==> src/rtl/gc_refresh_ctrl.sv <==
// Gain-cell DRAM controller: serialises user reads/writes onto the macro and
// periodically reads and writes back one row. Optional macro REFRESH_SKIP_EN skips rows already written since their last visit.
module gc_refresh_ctrl #(
  parameter int REFRESH_PERIOD = 32
) (
  input  logic        clk,
  input  logic        rst,
  input  logic        req_valid,
  output logic        req_ready,
  input  logic        req_we,
  input  logic [6:0]  req_addr,
  input  logic [63:0] req_wdata,
  output logic        rsp_valid,
  output logic [63:0] rsp_rdata,
  output logic        re,
  output logic        we,
  output logic [6:0]  raddr,
  output logic [6:0]  waddr,
  output logic [63:0] in,
  input  logic [63:0] rd,
  output logic        refresh_active
);

  localparam int CW = $clog2(REFRESH_PERIOD);
  localparam logic [CW-1:0] PMAX = CW'(REFRESH_PERIOD - 1);

  typedef enum logic [2:0] {
    IDLE, RD1, RD2, RSP, WR, RF_RD1, RF_RD2, RF_WB
  } state_t;

  state_t        r_state;
  logic [CW-1:0] r_period;
  logic [6:0]    r_ptr;
  logic          r_pending;
  logic [63:0]   r_buf;
  logic          r_re;
  logic          r_we;
  logic [6:0]    r_raddr;
  logic [6:0]    r_waddr;
  logic [63:0]   r_in;
  logic          r_rsp_valid;
  logic [63:0]   r_rsp_rdata;
  logic          r_active;

  logic w_tick;
  logic w_skip;

`ifdef REFRESH_SKIP_EN
  logic [127:0] r_dirty;
  assign w_skip = r_dirty[r_ptr];
`else
  assign w_skip = 1'b0;
`endif

  assign w_tick         = (r_period == PMAX);
  assign req_ready      = (r_state == IDLE) && !r_pending && !rst;
  assign re             = r_re;
  assign we             = r_we;
  assign raddr          = r_raddr;
  assign waddr          = r_waddr;
  // Writeback data comes straight from the buffer captured at the RF_RD2 edge.
  assign in             = (r_state == RF_WB) ? r_buf : r_in;
  assign rsp_valid      = r_rsp_valid;
  assign rsp_rdata      = r_rsp_rdata;
  assign refresh_active = r_active;

  always_ff @(posedge clk) begin
    if (rst) begin
      r_state     <= IDLE;
      r_period    <= '0;
      r_ptr       <= '0;
      r_pending   <= 1'b0;
      r_buf       <= '0;
      r_re        <= 1'b0;
      r_we        <= 1'b0;
      r_raddr     <= '0;
      r_waddr     <= '0;
      r_in        <= '0;
      r_rsp_valid <= 1'b0;
      r_rsp_rdata <= '0;
      r_active    <= 1'b0;
`ifdef REFRESH_SKIP_EN
      r_dirty     <= '0;
`endif
    end else begin
      r_period    <= w_tick ? '0 : r_period + CW'(1);
      r_rsp_valid <= 1'b0;
      // A refresh never outlasts a period, so pending is always clear at a tick.
      if (w_tick && !r_pending) r_pending <= 1'b1;

      case (r_state)
        IDLE: begin
          if (r_pending) begin
            if (w_skip) begin
              r_ptr     <= r_ptr + 7'd1;
              r_pending <= 1'b0;
`ifdef REFRESH_SKIP_EN
              r_dirty[r_ptr] <= 1'b0;
`endif
            end else begin
              r_state  <= RF_RD1;
              r_re     <= 1'b1;
              r_raddr  <= r_ptr;
              r_active <= 1'b1;
            end
          end else if (req_valid) begin
            if (req_we) begin
              r_state <= WR;
              r_we    <= 1'b1;
              r_waddr <= req_addr;
              r_in    <= req_wdata;
`ifdef REFRESH_SKIP_EN
              r_dirty[req_addr] <= 1'b1;
`endif
            end else begin
              r_state <= RD1;
              r_re    <= 1'b1;
              r_raddr <= req_addr;
            end
          end
        end
        RD1: r_state <= RD2;
        RD2: begin
          r_state     <= RSP;
          r_re        <= 1'b0;
          r_raddr     <= '0;
          r_rsp_rdata <= rd;
          r_rsp_valid <= 1'b1;
        end
        RSP: r_state <= IDLE;
        WR: begin
          r_state <= IDLE;
          r_we    <= 1'b0;
          r_waddr <= '0;
          r_in    <= '0;
        end
        RF_RD1: r_state <= RF_RD2;
        RF_RD2: begin
          r_state <= RF_WB;
          r_re    <= 1'b0;
          r_raddr <= '0;
          r_buf   <= rd;
          r_we    <= 1'b1;
          r_waddr <= r_ptr;
        end
        RF_WB: begin
          r_state   <= IDLE;
          r_we      <= 1'b0;
          r_waddr   <= '0;
          r_ptr     <= r_ptr + 7'd1;
          r_pending <= 1'b0;
          r_active  <= 1'b0;
        end
        default: r_state <= IDLE;
      endcase
    end
  end

endmodule

==> config.mk <==
export PLATFORM = sky130hd
export DESIGN_NAME = gc_refresh_ctrl
export DESIGN_NICKNAME = d
export VERILOG_FILES = /design/src/rtl/gc_refresh_ctrl.sv
export SDC_FILE = /design/constraint.sdc
export NUM_CORES = 1
export LEC_CHECK = 0
export BUFFER_PORTS_ARGS = -buffer_cell sky130_fd_sc_hd__buf_2
export CORE_AREA = 2 2 143 145
export CTS_CLUSTER_SIZE = 8
export DETAILED_ROUTE_END_ITERATION = 6
export DIE_AREA = 0 0 145 147
export PLACE_DENSITY = 0.75
export RECOVER_POWER = 50
export SYNTH_ARGS = -nofsm -noshare
export SYNTH_HDL_FRONTEND = slang
export SYNTH_SLANG_ARGS = --single-unit
export TNS_END_PERCENT = 30
==> constraint.sdc <==
create_clock -name clk -period 2.01 [get_ports clk]
set_input_delay 0.402 -clock clk [delete_from_list [all_inputs] [get_ports clk]]
set_output_delay 0.402 -clock clk [all_outputs]
set_load 0.02 [all_outputs]
* Word level (Yosys, flattened, before mapping) *
Cells that the tools add are included.
Widths: inputs -> output; s select.

cells by class
  add/subtract/negate cells = 2
  mux-type cells = 28
  reductions and logical operators = 19
  equal/unequal tests = 14

operator list
  kind                 number
  $mux 64              4
  $pmux 64 s2          1
  $mux 7               6
  $pmux 7 s3           1
  $pmux 3 s6           1
  $pmux 7 s2           1
  $eq 3x3->1 const B   4
  $mux 3               3
  $mux 1               8
  $ne 2x2->1 const B   4
  $reduce_and 4->1     2
  $reduce_or 2->1      4
  $add 7x1->7 const B  1
  $eq 3x2->1 const B   2
  $ne 3x3->1 const B   2
  $reduce_bool 2->1    3
  $add 5x1->5 const B  1
  $eq 5x5->1 const B   1
  $pmux 1 s2           2
  $eq 3x1->1 const B   1
  $logic_and 1x1->1    3
  $logic_not 3->1      1
  $pmux 1 s3           1
  $reduce_and 3->1     1
  4 further kinds      5

word-level totals
  output and inout bits = 147
  word-level logic and storage cells = 76
  bits of input ports = 139
  flip-flop bits (word level) = 226

* Logic depth before layout (Yosys ltp) *
  word-level depth = 4
  gate-level depth with buffers = 7
  depth with buffers taken out = 5

* Least setup slack after synthesis *
OpenSTA, ideal clock, no wires.

  path kind = flip-flop to output port
  start point = register r_state[1]
  end point = output in[43]
  cell stages (with the launch flop) = 8
  buffers on the path = 4
  required time = 1.608 ns
  arrival time = 1.340 ns
  setup slack = 0.268 ns
  cell sequence = dfxtp_1 > buf_6 > and3_1 > buf_2 > buf_4 > buf_4 > nand2_1 > nand2_1

on the way
  longest elaborated chain between the ends = 2

ends and longest elaborated chain
  element                 RTL line  source
  from (decl)             31        state_t r_state;
  from (signal assigned)  69        r_state <= IDLE;
  from (signal assigned)  101       r_state <= RF_RD1;
  from (signal assigned)  108       r_state <= WR;
  $eq 3x3->1              62        assign in = (r_state == RF_WB) ? r_buf : r_in;
  $mux 64                 62
  to (decl)               19        output logic [63:0] in,

Every way passes these cells.

* Worst setup path in the final report *
  start point = register r_state[2]
  end point = output in[63]

Same word-level chain as after synthesis.

==> flow_summary.ini <==
[outcome]
status = finished, violations left
violations = negative setup slack

[yosys]
synth_cell_type_count = 41
async_reset_ff_share_pct = 0
synth_ff_type = dfxtp_1
synth_edf_count = 0
yosysTopAreaCell = dfxtp_1
syn_inst = 1202
yosys_warnings = 0
synth_common_cells = nand2_1, dfxtp_1, a21oi_1, a21oi_2, nand2_2
syn_avg_cell_area_um2 = 7.81
yosysMostFrequentCell = nand2_1
syn-cell-area_um2 = 9380
synth_area_leaders = dfxtp_1, nand2_1, a21oi_1
ys_seq_elements = 226
syn_nets = 1344
synth.top_cell.area_share_pct = 48.2
yosysSeqAreaShare_pct = 48.2

[placed_design]
port_buffers = 285
dpl_cell_area_um2 = 11000
finalWeightedCongestion = 0.892
dp_hpwl_mm = 19.0

[die]
dieArea_um2 = 21300
die_y_um = 147
rows = 52
start_util_pct = 47.3
io_pins = 286
coreArea_um2 = 19800
die_x_um = 145

[cells_and_area]
nets = 1633
antennaDiodeCount = 0
final_area_um2 = 13100
area_delta_synth_final_pct = 39.9
drive_gt1_share_pct = 39.9

[clocking]
cts.path.max_buffers = 3
clkSlewWorstSetupHoldPaths_ps = 50
cts_sinks = 226
cts.htree.levels = 2
cts_buffers = 34
clock_tree.root_cell = clkbuf_16
holdBufCountCts = 0
cts_tree = yes
clock_latency_ps = 490

[grt]
grt_max_degree = 63
antenna_found_initial = 0
grt_overflow = 0
grt_usage_pct = 27.7
grt_pass1_wl_mm = 47.7
grt_pass1_vias = 9121

[drt]
drc = 0
drt-total-wl_mm = 31.2
post_drt_wl_per_cell_um = 17.7
dr.pass1.iters = 5
ant_nets = 0
drt_iter0_markers = 513
vias = 9336
routed_via_density = 5.30

[power]
vdd_drop_max_uv = 606
clock_power_share_pct = 43.8
p_sw_mw = 3.03
combPwrFrac_pct = 14.4
p_int_mw = 8.55
power_frac_seq_pct = 41.8
p_per_area_nw_per_um2 = 881
p_leak_nw = 5.49
power_mw = 11.6
p_sw_share_pct = 26.2

[timing]
finalClockSkew_ps = 9.59
hold_viol = 0
drv_slew = 0
tightest_slew_ps = 508
fin_ws_ps = -90.4
max_clock_freq_mhz = 476
maxSlewHeadroom_pct = 66.0
post-route-period-util_pct = 104
min_period_ps = 2100
setup_violations = 65
rsz0062_at_grt = true

[setup_path]
crit_required_ps = 1610
critPathCaptureType = primary output
cp_cell_sequence = buf_6 > nand3_4 > buf_12 > clkbuf_16 > nand2_2 > nand2_2 > buf_6
crit_arrival_ps = 1700
slowest_delay_ps = 350
crit_fanout = 6
critPathKind = reg2out
slowest_stage = dfxtp_4
cp_top_family = buffers and inverters
path_buf_inv = 4
startpoint_type = flop

[flow_run]
max_cap_viol_count = 0

[min_path]
hp-class = in2reg
==> path summary, 6_finish.rpt <==
check                start            end  slack (ps)  cells after the start
max reg2reg     r_state[1]      r_buf[21]         240                      8
min reg2reg  rsp_rdata[14]  rsp_rdata[14]         450                      2
min           req_wdata[2]        r_in[2]         150                      3
max             r_state[2]         in[63]         -90                      7
==> sequential cells by signal, summed over array words and instances (netlist names) <==
register / flops
r_ptr: 7
waddr: 7
r_in: 64
refresh_active: 1
r_pending: 1
rsp_rdata: 64
r_period: 5
raddr: 7
rsp_valid: 1
we: 1
r_state: 3
re: 1
r_buf: 64
==> logic make-up (layout without fill, tap and decap cells) <==
family	count (synthesis)	in the layout	share of synthesized area, %
muxes	7	7	0.840
adders and majority gates	3	3	0.400
DFF	226	226	48.2
and+or+nand+nor	641	641	28.4
xor gates and xnor gates	8	8	0.747
AOI/OAI and AO/OA	228	228	15.8
buffers and inverters	89	380	5.60
==> cells in the final DEF (no fill, tap or decap), types with 6 or more instances in the layout <==
cell type	instances
nand2_1	445
buf_2	236
dfxtp_1	223
a21oi_1	137
nand2_2	105
a21oi_2	60
buf_6	51
clkbuf_16	40
nand2_4	31
nor2_1	28
buf_4	22
buf_12	19
a22oi_1	14
a211oi_1	8
buf_16	8
nor3_1	7
mux2_2	7
xor2_1	6
==> worst register-to-register path: cells and delay by family, from the launching register on <==
kind / cells / cell delay [ps]
AO/OA/AOI/OAI: 1 / 140
buffers and inverters: 4 / 600
AND/OR/NAND/NOR: 3 / 610
flip-flops: 1 / 340
==> repair_timing <==
item | in CTS | in global routing
resized for setup | 92 | 136
buffers inserted | 14 | 1
cloned | 8 | 4
setup endpoints to repair | 65 | 65
pin swaps | 19 | 49
==> power groups by stage <==
stage               Clock, mW  Combinational, mW  Sequential (mW)
floorplan                   0              0.841             5.00
global placement            0               1.47             4.90
detailed placement          0               1.48             4.90
CTS                      5.15               1.59             4.82
global route             5.36               1.79             4.85
finish                   5.07               1.67             4.84
==> metal layers <==
metal  up-vias  global-route usage [%]  part of all wire, %
met4         0                    9.01                  2.6
li1       4431                       -                    -
met1      4333                    34.6                   40
met3        74                    6.34                  8.8
met5         -                       0                    0
met2       498                    47.5                   48
==> cell type report <==
type	instances	area (um^2)
Tap cell	270	338
Timing Repair Buffer	339	2600
Sequential cell	226	4540
Clock buffer	37	926
Fill cell	1611	6710
Multi-Input combinational cell	887	4720
Inverter	3	11.3
Clock inverter	1	8.76
==> stage by stage <==
stage | util (%) | setup WS [ps] | hold WS [ps] | instances | setup TNS (ps)
2_1_floorplan | - | 268 | 433 | 1202 | 0
3_3_place_gp | 55.5 | 327 | 438 | 1698 | 0
3_5_place_dp | 55.5 | 286 | 445 | 1698 | 0
4_1_cts | 63.5 | -91.5 | 139 | 1758 | -3800
5_1_grt | 66.2 | -154 | 155 | 1763 | -8030
6_report | 66.2 | -90.4 | 151 | 1763 | -3580
No activity file was read; power rests on OpenSTA's default activity.
